`src/rtl/clk_div_multi.sv`:
```
// N-channel programmable clock divider: per-channel period, duty cycle and tick strobe,
// with config updates applied only at period boundaries and a shared phase-align input.
module clk_div_multi #(
  parameter int               N_CH       = 4,
  parameter int               WIDTH      = 32,
  parameter logic [WIDTH-1:0] RST_PERIOD = WIDTH'(1),
  parameter logic [WIDTH-1:0] RST_HIGH   = WIDTH'(1),
  localparam int              CH_W       = (N_CH > 1) ? $clog2(N_CH) : 1
) (
  input  logic             basys_clock,
  input  logic             reset_n,
  input  logic [N_CH-1:0]  enable,
  input  logic             sync_in,
  input  logic             cfg_valid,
  output logic             cfg_ready,
  input  logic [CH_W-1:0]  cfg_ch,
  input  logic [WIDTH-1:0] cfg_period,
  input  logic [WIDTH-1:0] cfg_high,
  output logic [N_CH-1:0]  clk_out,
  output logic [N_CH-1:0]  tick
);

  logic [WIDTH-1:0] cnt_r    [N_CH];
  logic [WIDTH-1:0] p_act_r  [N_CH];
  logic [WIDTH-1:0] h_act_r  [N_CH];
  logic [WIDTH-1:0] p_pend_r [N_CH];
  logic [WIDTH-1:0] h_pend_r [N_CH];
  logic [N_CH-1:0]  pend_r;
  logic [N_CH-1:0]  clk_out_r;
  logic [N_CH-1:0]  tick_r;

  logic [WIDTH-1:0] cnt_nxt_s [N_CH];
  logic [WIDTH-1:0] p_nxt_s   [N_CH];
  logic [WIDTH-1:0] h_nxt_s   [N_CH];
  logic [N_CH-1:0]  ch_hit_s;
  logic [N_CH-1:0]  accept_s;
  logic [N_CH-1:0]  restart_s;
  logic [N_CH-1:0]  apply_s;
  logic [N_CH-1:0]  clk_nxt_s;
  logic [N_CH-1:0]  tick_nxt_s;

  // Decode the addressed channel; out-of-range channel numbers match nothing.
  always_comb begin
    for (int i = 0; i < N_CH; i++) begin
      ch_hit_s[i] = (cfg_ch == CH_W'(i));
    end
  end

  assign cfg_ready = reset_n & ~|(pend_r & ch_hit_s);
  assign accept_s  = ch_hit_s & {N_CH{cfg_valid & cfg_ready}};

  // Per-channel next count, boundary detection, config apply and output values.
  always_comb begin
    for (int i = 0; i < N_CH; i++) begin
      if (enable[i] && (sync_in || (cnt_r[i] == p_act_r[i]))) begin
        restart_s[i] = 1'b1;
      end else begin
        restart_s[i] = 1'b0;
      end

      // Pending settings swap in only where no partial period can be produced.
      apply_s[i] = pend_r[i] & (restart_s[i] | ~enable[i]);

      if (apply_s[i]) begin
        p_nxt_s[i] = p_pend_r[i];
        h_nxt_s[i] = h_pend_r[i];
      end else begin
        p_nxt_s[i] = p_act_r[i];
        h_nxt_s[i] = h_act_r[i];
      end

      if (!enable[i]) begin
        cnt_nxt_s[i] = p_nxt_s[i];
      end else if (restart_s[i]) begin
        cnt_nxt_s[i] = '0;
      end else begin
        cnt_nxt_s[i] = cnt_r[i] + WIDTH'(1);
      end

      clk_nxt_s[i]  = enable[i] & (cnt_nxt_s[i] < h_nxt_s[i]);
      tick_nxt_s[i] = enable[i] & (cnt_nxt_s[i] == '0);
    end
  end

  // Channel state, shadow config and registered outputs.
  always_ff @(posedge basys_clock) begin
    if (!reset_n) begin
      for (int i = 0; i < N_CH; i++) begin
        cnt_r[i]    <= RST_PERIOD;
        p_act_r[i]  <= RST_PERIOD;
        h_act_r[i]  <= RST_HIGH;
        p_pend_r[i] <= '0;
        h_pend_r[i] <= '0;
      end
      pend_r    <= '0;
      clk_out_r <= '0;
      tick_r    <= '0;
    end else begin
      for (int i = 0; i < N_CH; i++) begin
        cnt_r[i]   <= cnt_nxt_s[i];
        p_act_r[i] <= p_nxt_s[i];
        h_act_r[i] <= h_nxt_s[i];
        if (accept_s[i]) begin
          p_pend_r[i] <= cfg_period;
          h_pend_r[i] <= cfg_high;
          pend_r[i]   <= 1'b1;
        end else if (apply_s[i]) begin
          pend_r[i]   <= 1'b0;
        end else begin
          pend_r[i]   <= pend_r[i];
        end
      end
      clk_out_r <= clk_nxt_s;
      tick_r    <= tick_nxt_s;
    end
  end

  assign clk_out = clk_out_r;
  assign tick    = tick_r;

endmodule

```
`config.mk`:
```
export PLATFORM = sky130hd
export DESIGN_NAME = clk_div_multi
export DESIGN_NICKNAME = d
export VERILOG_FILES = /design/src/rtl/clk_div_multi.sv
export SDC_FILE = /design/constraint.sdc
export NUM_CORES = 1
export LEC_CHECK = 0
export CAP_MARGIN = 10
export CORE_ASPECT_RATIO = 1.75
export CORE_MARGIN = 4
export CORE_UTILIZATION = 62
export CTS_CLUSTER_SIZE = 28
export DETAILED_ROUTE_END_ITERATION = 16
export HOLD_SLACK_MARGIN = 0.15
export PLACE_DENSITY = 0.78
export SYNTH_ARGS = -nofsm -noshare
export SYNTH_HDL_FRONTEND = slang
export SYNTH_SLANG_ARGS = --single-unit
```
`constraint.sdc`:
```
create_clock -name basys_clock -period 7.8 [get_ports basys_clock]
set_clock_uncertainty 0.15 [all_clocks]
set_input_delay 0.78 -clock basys_clock [delete_from_list [all_inputs] [get_ports basys_clock]]
set_output_delay 0.78 -clock basys_clock [all_outputs]
set_load 0.005 [all_outputs]
```
Yosys cells after proc, flatten, opt, wreduce, memory -nomap -nowiden --
Memories as Yosys holds them, arrays and structs flattened. Index checks and enable logic that the tools add are counted.
Storage, ports and cells: register bits after elaboration 12, input bits 74, memories kept 5, word-level logic and storage cells 151, RAM bits 640, output and inout port bits 9
Memories:
- cnt_r | depth 4, bits a word 32, read ports 4, clocked after Yosys merged registers in 0, wr ports 4, line 23 | logic [WIDTH-1:0] cnt_r [N_CH];
- h_act_r | depth 4, bits a word 32, read ports 4, clocked after Yosys merged registers in 0, wr ports 4, line 25 | logic [WIDTH-1:0] h_act_r [N_CH];
- h_pend_r | depth 4, bits a word 32, read ports 4, clocked after Yosys merged registers in 0, wr ports 4, line 27 | logic [WIDTH-1:0] h_pend_r [N_CH];
- p_act_r | depth 4, bits a word 32, read ports 4, clocked after Yosys merged registers in 0, wr ports 4, line 24 | logic [WIDTH-1:0] p_act_r [N_CH];
- p_pend_r | depth 4, bits a word 32, read ports 4, clocked after Yosys merged registers in 0, wr ports 4, line 26 | logic [WIDTH-1:0] p_pend_r [N_CH];
Cells by class: reduce and logical (&&, ||, !) cells 19, $lt $le $gt $ge 4, muxes and demuxes 62, add/sub/neg operators 4, equal/unequal tests 7, bitwise logic cells 44
Operator list (number):
- 32-bit 2-to-1 mux | 36
- 32-bit by 1-bit adder with 32-bit output, second input constant | 4
- 32-bit == test | 4
- 32-bit logical NOT | 4
- 32-bit < comparator | 4
- 1-bit 2-to-1 mux | 26
- 1-bit bitwise OR | 24
- 1-bit AND | 14
- 4-bit AND | 2
- 2-bit nonzero test | 4
- 2-bit == test, second input constant | 2
- 1-bit logical AND | 4
- 1-bit logical OR | 4
- 1-bit NOT | 4
- 4-bit OR reduction | 1
- 2-bit by 1-bit == test with 1-bit output, second input constant | 1
- 2-bit logical NOT | 1
- 1-bit logical NOT | 1

Longest topological paths before layout --
Gate-level depths: netlist of run 1.
word-level depth 11, depth in mapped cells 19, mapped depth without buffers 16

Worst setup path before layout of run 1 --
No wires, ideal clock.
path kind input -> register, start in cfg_ch[0], end mem h_pend_r[1][0], enable pin, cell stages on the path 4, data arrival time 6108 ps, path slack 968 ps, library setup time 574 ps, path buffers 0, required time 7076 ps, cells stage by stage mux4_2 nor2_1 nand3_1 o21ai_0
RTL lines:
- from (decl) | line 16 | input logic [CH_W-1:0] cfg_ch,
- to (decl) | line 27

==> metrics.log, run 1 <==
INFO  metric dr.first_iter.drc_count = 2256
INFO  metric path_common_cell = a21oi_1
INFO  metric die_footprint = 55000 µm²
INFO  metric h-tree-depth = 2
INFO  metric seq_area_frac_synth = 49.3%
INFO  metric dp_hpwl = 65800 µm
INFO  metric maximum_number_of_pins_on_one_net_before_global_route_repair = 143
INFO  metric ys_types = 70
INFO  metric cell_types_with_the_largest_area_share_after_synthesis = dfxtp_1 25%, edfxtp_1 24%, mux2i_1 7.9%, and2_1 7.2%, ha_1 5.0%
INFO  metric cap_viol_max_count = 0
INFO  metric synth_largest_type_area_fraction = 25.0%
INFO  metric mappedNetlistArea = 31700 µm²
INFO  metric cts.repair.resized = 0
INFO  metric die_width = 179 µm
INFO  metric synth_fp_nets = ~3300
INFO  metric crit_path_max_fanout = approximately 40
INFO  metric cp.arrival = around 5.8 ns
INFO  metric drt_pass_1_iters = 6
INFO  metric setup_total_negative_slack = 0 ns
INFO  metric cts_buffers = 57
INFO  metric layout-drive-gt1-share = 5.07%
INFO  metric holdCritPathClass = reg -> reg
INFO  metric cp-start-kind = flop
INFO  metric initial_antenna_violation_count = 29
INFO  metric cts.root.buffer_cell = clkbuf_16
INFO  metric boundaryPins = just over 80
INFO  metric numClockSinks = 652
INFO  metric ys_ff_latch = 652
INFO  metric post_cts_hold_buffer_count = 0
INFO  metric setup.worst_path.end_class = flop
INFO  metric share_of_synthesized_registers_carrying_an_async_set_or_reset = 0%
INFO  metric numPortBuffers = 82
INFO  metric grt-ovfl-total = 0
INFO  metric finalHoldViolations = 0
INFO  metric cpMaxStageDelayCell = and2_2
INFO  metric die_height = 307 µm
INFO  metric clk-insertion-delay-late = approximately 0.60 ns
INFO  metric fin_worst_hold_slack = 0.334 ns
INFO  metric layout-area-overhead-vs-synth = 10.4%
INFO  metric layout.nets = between 3000 and 4000
INFO  metric setup-violations-final = 0
INFO  metric core.rowCount = 109
INFO  metric grt_pass1_vias = between 20000 and 25000
INFO  metric cts.clk_slew.worst_paths = 0.07 ns
INFO  metric finalWeightedCongestion = about 1.0
INFO  metric avgSynthCellArea = 10.1 µm²
INFO  metric timing_max_transition_violations_final = 0
INFO  metric ys_dominant_reg_cell = dfxtp_1
INFO  metric routed_len_inst = 25.0 µm
INFO  metric postLayoutCoreUtil = 69.2%
INFO  metric postCtsSetupRepairBufs = 0
INFO  metric route.vias.total = 24000
INFO  metric start_util = 62.6%
INFO  metric fillerInstances = 3889
INFO  metric track_usage = a little over a third
INFO  metric slew-limit-headroom = 17.9%
INFO  metric antenna_left = 0
INFO  metric cellPowerDensity = about 210 nW/µm²
INFO  metric status = finished, final reports clean
INFO  metric drc_errors = 0
INFO  metric cp_cell_sequence = xor2_1 -> nor4_1 -> nand4_1 -> o21ai_4 -> and2_2 -> mux2i_1 -> ha_1 -> a21oi_1 -> nand2_1 -> a21o_1 -> a21oi_1 -> o21ai_0 -> o31ai_1 -> o2111ai_1 -> a21oi_1
INFO  metric leakagePower = 13.1 nW
INFO  metric detail_route.wirelength = slightly below 100000 µm
INFO  metric yosys.area.top_type = dfxtp_1
INFO  metric syn-instance-count = 3147
INFO  metric tritoncts = built
INFO  metric worstSetupPathType = reg -> reg
INFO  metric synth-edff-count = 256
INFO  metric fp.coreArea = 50600 µm²
INFO  metric min_period = 5.36 ns
INFO  metric ys.warnings.count = 0
INFO  metric timing.critical_path.slowest_cell_delay = 1.10 ns
INFO  metric final-instance-count-excl-fill = 3860
INFO  metric timing.fmax = 0.187 GHz
INFO  metric timing.critical_path.required = 8.19 ns
INFO  metric grt_first_pass_wirelength = 143000 µm
INFO  metric post-route-period-util = 68.7%
INFO  metric rsz_0062_raised_after_global_routing = no
INFO  metric placed_cells = 3729
INFO  metric post_drt_via_cell_ratio = 6.21
INFO  metric worst_slew_pin_slew = 1.23 ns
INFO  metric max-vdd-ir-drop = 213 µV
INFO  metric clock_path_buffers = 3
==> synth_stat cells, types with 65 or more instances <==
master and number:
and2_1 367, nand3_1 65, dfxtp_1 396, xnor2_1 130
nand2_1 317, mux2i_1 250, xor2_1 124, clkbuf_1 149
edfxtp_1 256, a21oi_1 167, nor2_1 219, o22ai_1 92
nand4_1 88, ha_1 126
==> metal layers <==
| metal | vias up | part of all wire, % | track usage (%) |
|---|---|---|---|
| met1 | 11600 | 36 | 41.3 |
| met3 | 314 | 7.3 | 5.31 |
| li1 | 11000 | - | - |
| met4 | 8 | 9.0 | 26.0 |
| met5 | - | 0.050 | 0 |
| met2 | 1014 | 48 | 56.2 |
==> power breakdown <==
part | switching (mW) | leakage (nW) | internal (mW)
clock | 1.31 | 0.972 | 1.74
sequential | 0.0484 | 5.94 | 3.62
combinational | 0.342 | 6.17 | 0.162
==> flip-flops by register name, indices dropped and copies added, names as in the netlist <==
name      cells
h_act_r     128
pend_r        4
p_act_r     128
clk_out       4
cnt_r       128
h_pend_r    128
tick          4
p_pend_r    128
==> logic make-up (layout without fill, tap and decap cells) <==
| group | count (synthesis) | after routing | share of synthesized area [%] |
|---|---|---|---|
| compound gates | 407 | 407 | 7.88 |
| xor+xnor | 255 | 255 | 7.07 |
| fa+ha+maj | 126 | 126 | 4.97 |
| buf+inv | 229 | 255 | 2.90 |
| flops | 652 | 652 | 49.3 |
| mux | 252 | 252 | 8.00 |
| other cells | 0 | 21 | 0 |
| simple gates | 1226 | 1226 | 19.9 |
==> cell usage in the layout, fill, tap and decap left out, types with 8 or more instances in the layout <==
cell type        count
o22a_1              10
xor2_1             124
nor2_1             214
a21o_1              39
o22ai_1             92
clkbuf_16           59
buf_4               31
or4_1                8
nor2b_1             12
nor3_1              31
nor4_1              38
a21oi_1            167
bufinv_16           10
nand3_1             65
clkdlybuf4s50_1     81
clkinv_2            12
and3_1              24
nand4_1             88
mux2i_1            250
dfxtp_1            392
a211oi_1            10
and4_1              20
ha_1               126
clkinv_1             9
nand2_1            317
edfxtp_1           256
and2_1             364
a31oi_1             10
o21ai_0             26
diode_2             21
xnor2_1            130
nand2b_1             9
inv_1               32
==> through the flow <==
step | cell area (µm²) | power, mW | setup slack, ns
floorplan | 31700 | 4.01 | 0.968
global placement | 32900 | 4.22 | 2.34
detailed placement | 32900 | 4.23 | 2.26
CTS | 34900 | 7.24 | 2.63
global route | 35000 | 7.41 | 2.27
finish | 35000 | 7.22 | 2.44
==> final cells by class <==
cell class	instances	area, µm²	area share [%]
Inverter	33	131	0.375
Antenna cell	21	52.6	0.150
Sequential cell	652	15600	44.6
Clock inverter	39	458	1.31
Tap cell	666	833	2.38
Multi-Input combinational cell	2266	15300	43.6
Timing Repair Buffer	115	1110	3.17
Clock buffer	68	1540	4.40
==> worst max-delay path, delay by kind of cell, from the launching register on <==
kind / cells / cell delay (ns)
DFF: 1 / 0.47
and+or+nand+nor: 4 / 1.96
AOI/OAI and AO/OA: 8 / 1.94
muxes: 1 / 0.33
adders and majority gates: 1 / 0.31
xor gates and xnor gates: 1 / 0.14
==> path summary, 6_finish.rpt <==
check	cells past startpoint	from	endpoint	slack [ns]
worst min-delay path	2	h_act_r[3][1]$_SDFF_PN0_	h_act_r[3][1]$_SDFF_PN0_	0.33
worst max-delay path	15	cnt_r[0][13]$_SDFF_PN0_	clk_out[0]$_SDFF_PN0_	2.44
worst max register to register	15	cnt_r[0][13]$_SDFF_PN0_	clk_out[0]$_SDFF_PN0_	2.44
worst min register to register	2	h_act_r[3][1]$_SDFF_PN0_	h_act_r[3][1]$_SDFF_PN0_	0.33
(Power assumes the default switching activity.)
==> inputs of run 2 (changes only) <==
--- a/config.mk
+++ b/config.mk
@@ -8,11 +8,11 @@
 export CAP_MARGIN = 10
 export CORE_ASPECT_RATIO = 1.75
 export CORE_MARGIN = 4
-export CORE_UTILIZATION = 62
+export CORE_UTILIZATION = 56
 export CTS_CLUSTER_SIZE = 28
 export DETAILED_ROUTE_END_ITERATION = 16
 export HOLD_SLACK_MARGIN = 0.15
-export PLACE_DENSITY = 0.78
+export PLACE_DENSITY = 0.74
 export SYNTH_ARGS = -nofsm -noshare
 export SYNTH_HDL_FRONTEND = slang
 export SYNTH_SLANG_ARGS = --single-unit
==> constraint.sdc (replaced) <==
create_clock -name basys_clock -period 4.3 [get_ports basys_clock]
set_clock_uncertainty 0.15 [all_clocks]
set_input_delay 0.43 -clock basys_clock [delete_from_list [all_inputs] [get_ports basys_clock]]
set_output_delay 0.43 -clock basys_clock [all_outputs]
set_load 0.005 [all_outputs]
==> run 2 against run 1 <==
Compared with the run above: setup slack got worse by 2.3 ns; largest cell class unchanged; utilization shrank 5.9 points; total power rose by 79%; largest power group unchanged.
==> metrics.log, run 2 (synthesis gave the netlist of run 1 again) <==
INFO  metric status = finished, final reports clean
INFO  metric core.rowCount = 115
INFO  metric clk_pwr_share = 41.1%
INFO  metric cell_internal_pwr = 9.82 mW
INFO  metric cts.clk_slew.worst_paths = 0.07 ns
INFO  metric layout-area-overhead-vs-synth = 12.1%
INFO  metric setup.worst_path.end_class = flop
INFO  metric setup_total_negative_slack = 0 ns
INFO  metric layout.nets = 3384
INFO  metric start_util = 56.5%
INFO  metric route.vias.total = 24200
INFO  metric dr.first_iter.drc_count = 2110
INFO  metric cpMaxStageDelayCell = nor4_1
INFO  metric numPortBuffers = 82
INFO  metric timing.fmax = 0.243 GHz
INFO  metric post-route-period-util = 95.8%
INFO  metric rr_startpoint = cnt_r[0][7]$_SDFF_PN0_
INFO  metric grt_first_pass_wirelength = 149000 µm
INFO  metric rsz_0062_raised_after_global_routing = no
INFO  metric path_common_cell = a21oi_1
INFO  metric grt-ovfl-total = 0
INFO  metric holdCritPathClass = reg -> reg
INFO  metric routed_len_inst = 25.5 µm
INFO  metric min_period = a little over 4 ns
INFO  metric dp_hpwl = 70700 µm
INFO  metric slew-limit-headroom = 27.4%
INFO  metric critical_path.n_buffers_inverters = 1
INFO  metric fillerInstances = 4603
INFO  metric leakagePower = 13.4 nW
INFO  metric post_drt_via_cell_ratio = 6.11
INFO  metric layout-drive-gt1-share = 6.68%
INFO  metric power.switching_fraction = 24.1%
INFO  metric detail_route.wirelength = around 100000 µm
INFO  metric initial_antenna_violation_count = 36
INFO  metric clk-insertion-delay-late = between 0.6 and 0.7 ns
INFO  metric fp.coreArea = 56100 µm²
INFO  metric mostFrequentLayoutCell = dfxtp_1
INFO  metric setup-violations-final = 0
INFO  metric timing_max_transition_violations_final = 0
INFO  metric cellPowerDensity = 364 nW/µm²
INFO  metric finalWeightedCongestion = 0.972
INFO  metric cp.arrival = 4.53 ns
INFO  metric track_usage = about a third
INFO  metric cts_buffers = between 50 and 60
INFO  metric r2r_slack = 0.18 ns
INFO  metric numClockSinks = 652
INFO  metric crit_path_max_fanout = 9
INFO  metric die_width = 188 µm
INFO  metric power_frac_comb = between 7 and 8%
INFO  metric grt_pass1_vias = roughly 24000
INFO  metric seqPwrFrac = around half
INFO  metric timing.critical_path.slowest_cell_delay = 0.51 ns
INFO  metric final-instance-count-excl-fill = 3963
INFO  metric boundaryPins = 83
INFO  metric placed_cells = approximately 3800
INFO  metric switchingPower = 3.12 mW
INFO  metric cts.root.buffer_cell = clkbuf_16
INFO  metric drt_pass_1_iters = 5
INFO  metric die_footprint = 60600 µm²
INFO  metric critical-path-top-delay-family = simple AND/OR/NAND/NOR gates
INFO  metric worst_slew_pin_slew = about 1.1 ns
INFO  metric h-tree-depth = 2
INFO  metric antenna_left = 0
INFO  metric die_height = approximately 320 µm
INFO  metric worstSetupPathType = reg -> reg
INFO  metric most_frequent_cells_in_the_layout = 386 x dfxtp_1, 364 x and2_1, 317 x nand2_1
INFO  metric finalHoldViolations = 0
INFO  metric postCtsSetupRepairBufs = 0
INFO  metric max-vdd-ir-drop = 393 µV
INFO  metric maximum_number_of_pins_on_one_net_before_global_route_repair = 217
INFO  metric clock_path_buffers = 3
INFO  metric drc_errors = 0
INFO  metric hold_path.startpoint = h_act_r[3][1]$_SDFF_PN0_
INFO  metric cp-start-kind = flop
INFO  metric timing.critical_path.required = 4.71 ns
INFO  metric cp_cell_sequence = xor2_1 -> nor4_1 -> nand4_1 -> o21ai_4 -> and2_2 -> buf_4 -> mux2i_1 -> ha_1 -> a21oi_1 -> nor2b_1 -> o21ai_0 -> nand2b_1 -> a21o_1 -> a21oi_1 -> o2111ai_1 -> a21oi_1
INFO  metric tritoncts = built
INFO  metric critical_path.startpoint = cnt_r[0][7]$_SDFF_PN0_
INFO  metric cap_viol_max_count = 0
## run 2: cell types whose count changed in the layout (fill, tap and decap cells not counted), moves of 5 or more
cell        previous run  this run
diode_2               21        26
buf_12                 2        10
dfxtp_1              392       386
dfxtp_2                4        10
buf_4                 31        79
clkinvlp_4             5         0
clkbuf_1               6        25
bufinv_16             10         5
## run 2: timing repair
| action | 4_1_cts | 5_1_grt |
|---|---|---|
| hold buffers | 1 | 0 |
| setup endpoints to repair | 0 | 3 |
| endpoints found under the hold margin | 3 | 0 |
| resized for setup | 0 | 12 |
## run 2: final timing paths
check | cells after the start | to
setup / recovery | 16 | clk_out[0]$_SDFF_PN0_
hold / removal | 2 | h_act_r[3][1]$_SDFF_PN0_
setup reg to reg | 16 | clk_out[0]$_SDFF_PN0_
hold reg to reg | 2 | h_act_r[3][1]$_SDFF_PN0_
## run 2: stage by stage
| stage | worst slack, ns | instance area, µm² | power [mW] | util (%) | hold WS [ns] |
|---|---|---|---|---|---|
| final | 0.182 | 35500 | 12.9 | 63.3 | 0.333 |
| after detailed placement | 0.166 | 33500 | 7.73 | 59.7 | 0.322 |
| after global placement | 0.266 | 33500 | 7.71 | 59.7 | 0.298 |
| after global routing | 0.00798 | 35500 | 13.3 | 63.2 | 0.353 |
| after floorplan | -0.514 | 31700 | 7.26 | - | 0.290 |
| after CTS | 0.138 | 35400 | 13.0 | 63.1 | 0.330 |
## run 2: cell type report
class	count	area, µm²	area share (%)
clock buffers	88	1640	4.61
inverters	33	131	0.370
diodes	26	65.1	0.183
clock inverters	24	255	0.719
multi-input cells	2266	15300	43.0
repair buffers	172	1640	4.62
flip-flops and latches	652	15600	44.0
well taps	702	878	2.47
## run 2: worst register-to-register path: cells and delay by family, from the launching register on
family / cells / cell delay [ns]
compound gates: 7 / 1.15
simple gates: 5 / 1.32
buf+inv: 1 / 0.25
xor+xnor: 1 / 0.15
flops: 1 / 0.43
mux: 1 / 0.31
fa+ha+maj: 1 / 0.29
## run 2: power groups by stage
stage,Combinational [mW],Sequential (mW),Clock [mW]
global route,1.01,6.66,5.63
floorplan,0.494,6.76,0
global placement,0.928,6.79,0
finish,0.960,6.65,5.32
CTS,0.945,6.65,5.38
detailed placement,0.941,6.79,0
## run 2: metal layers
metal | vias up | routed length, µm | GRT usage (%)
li1 | 11100 | - | -
met1 | 11800 | 36400 | 37.2
met2 | 979 | 48600 | 53.8
met3 | 312 | 6880 | 5.46
met4 | 18 | 9130 | 26.8
met5 | - | 123 | 0
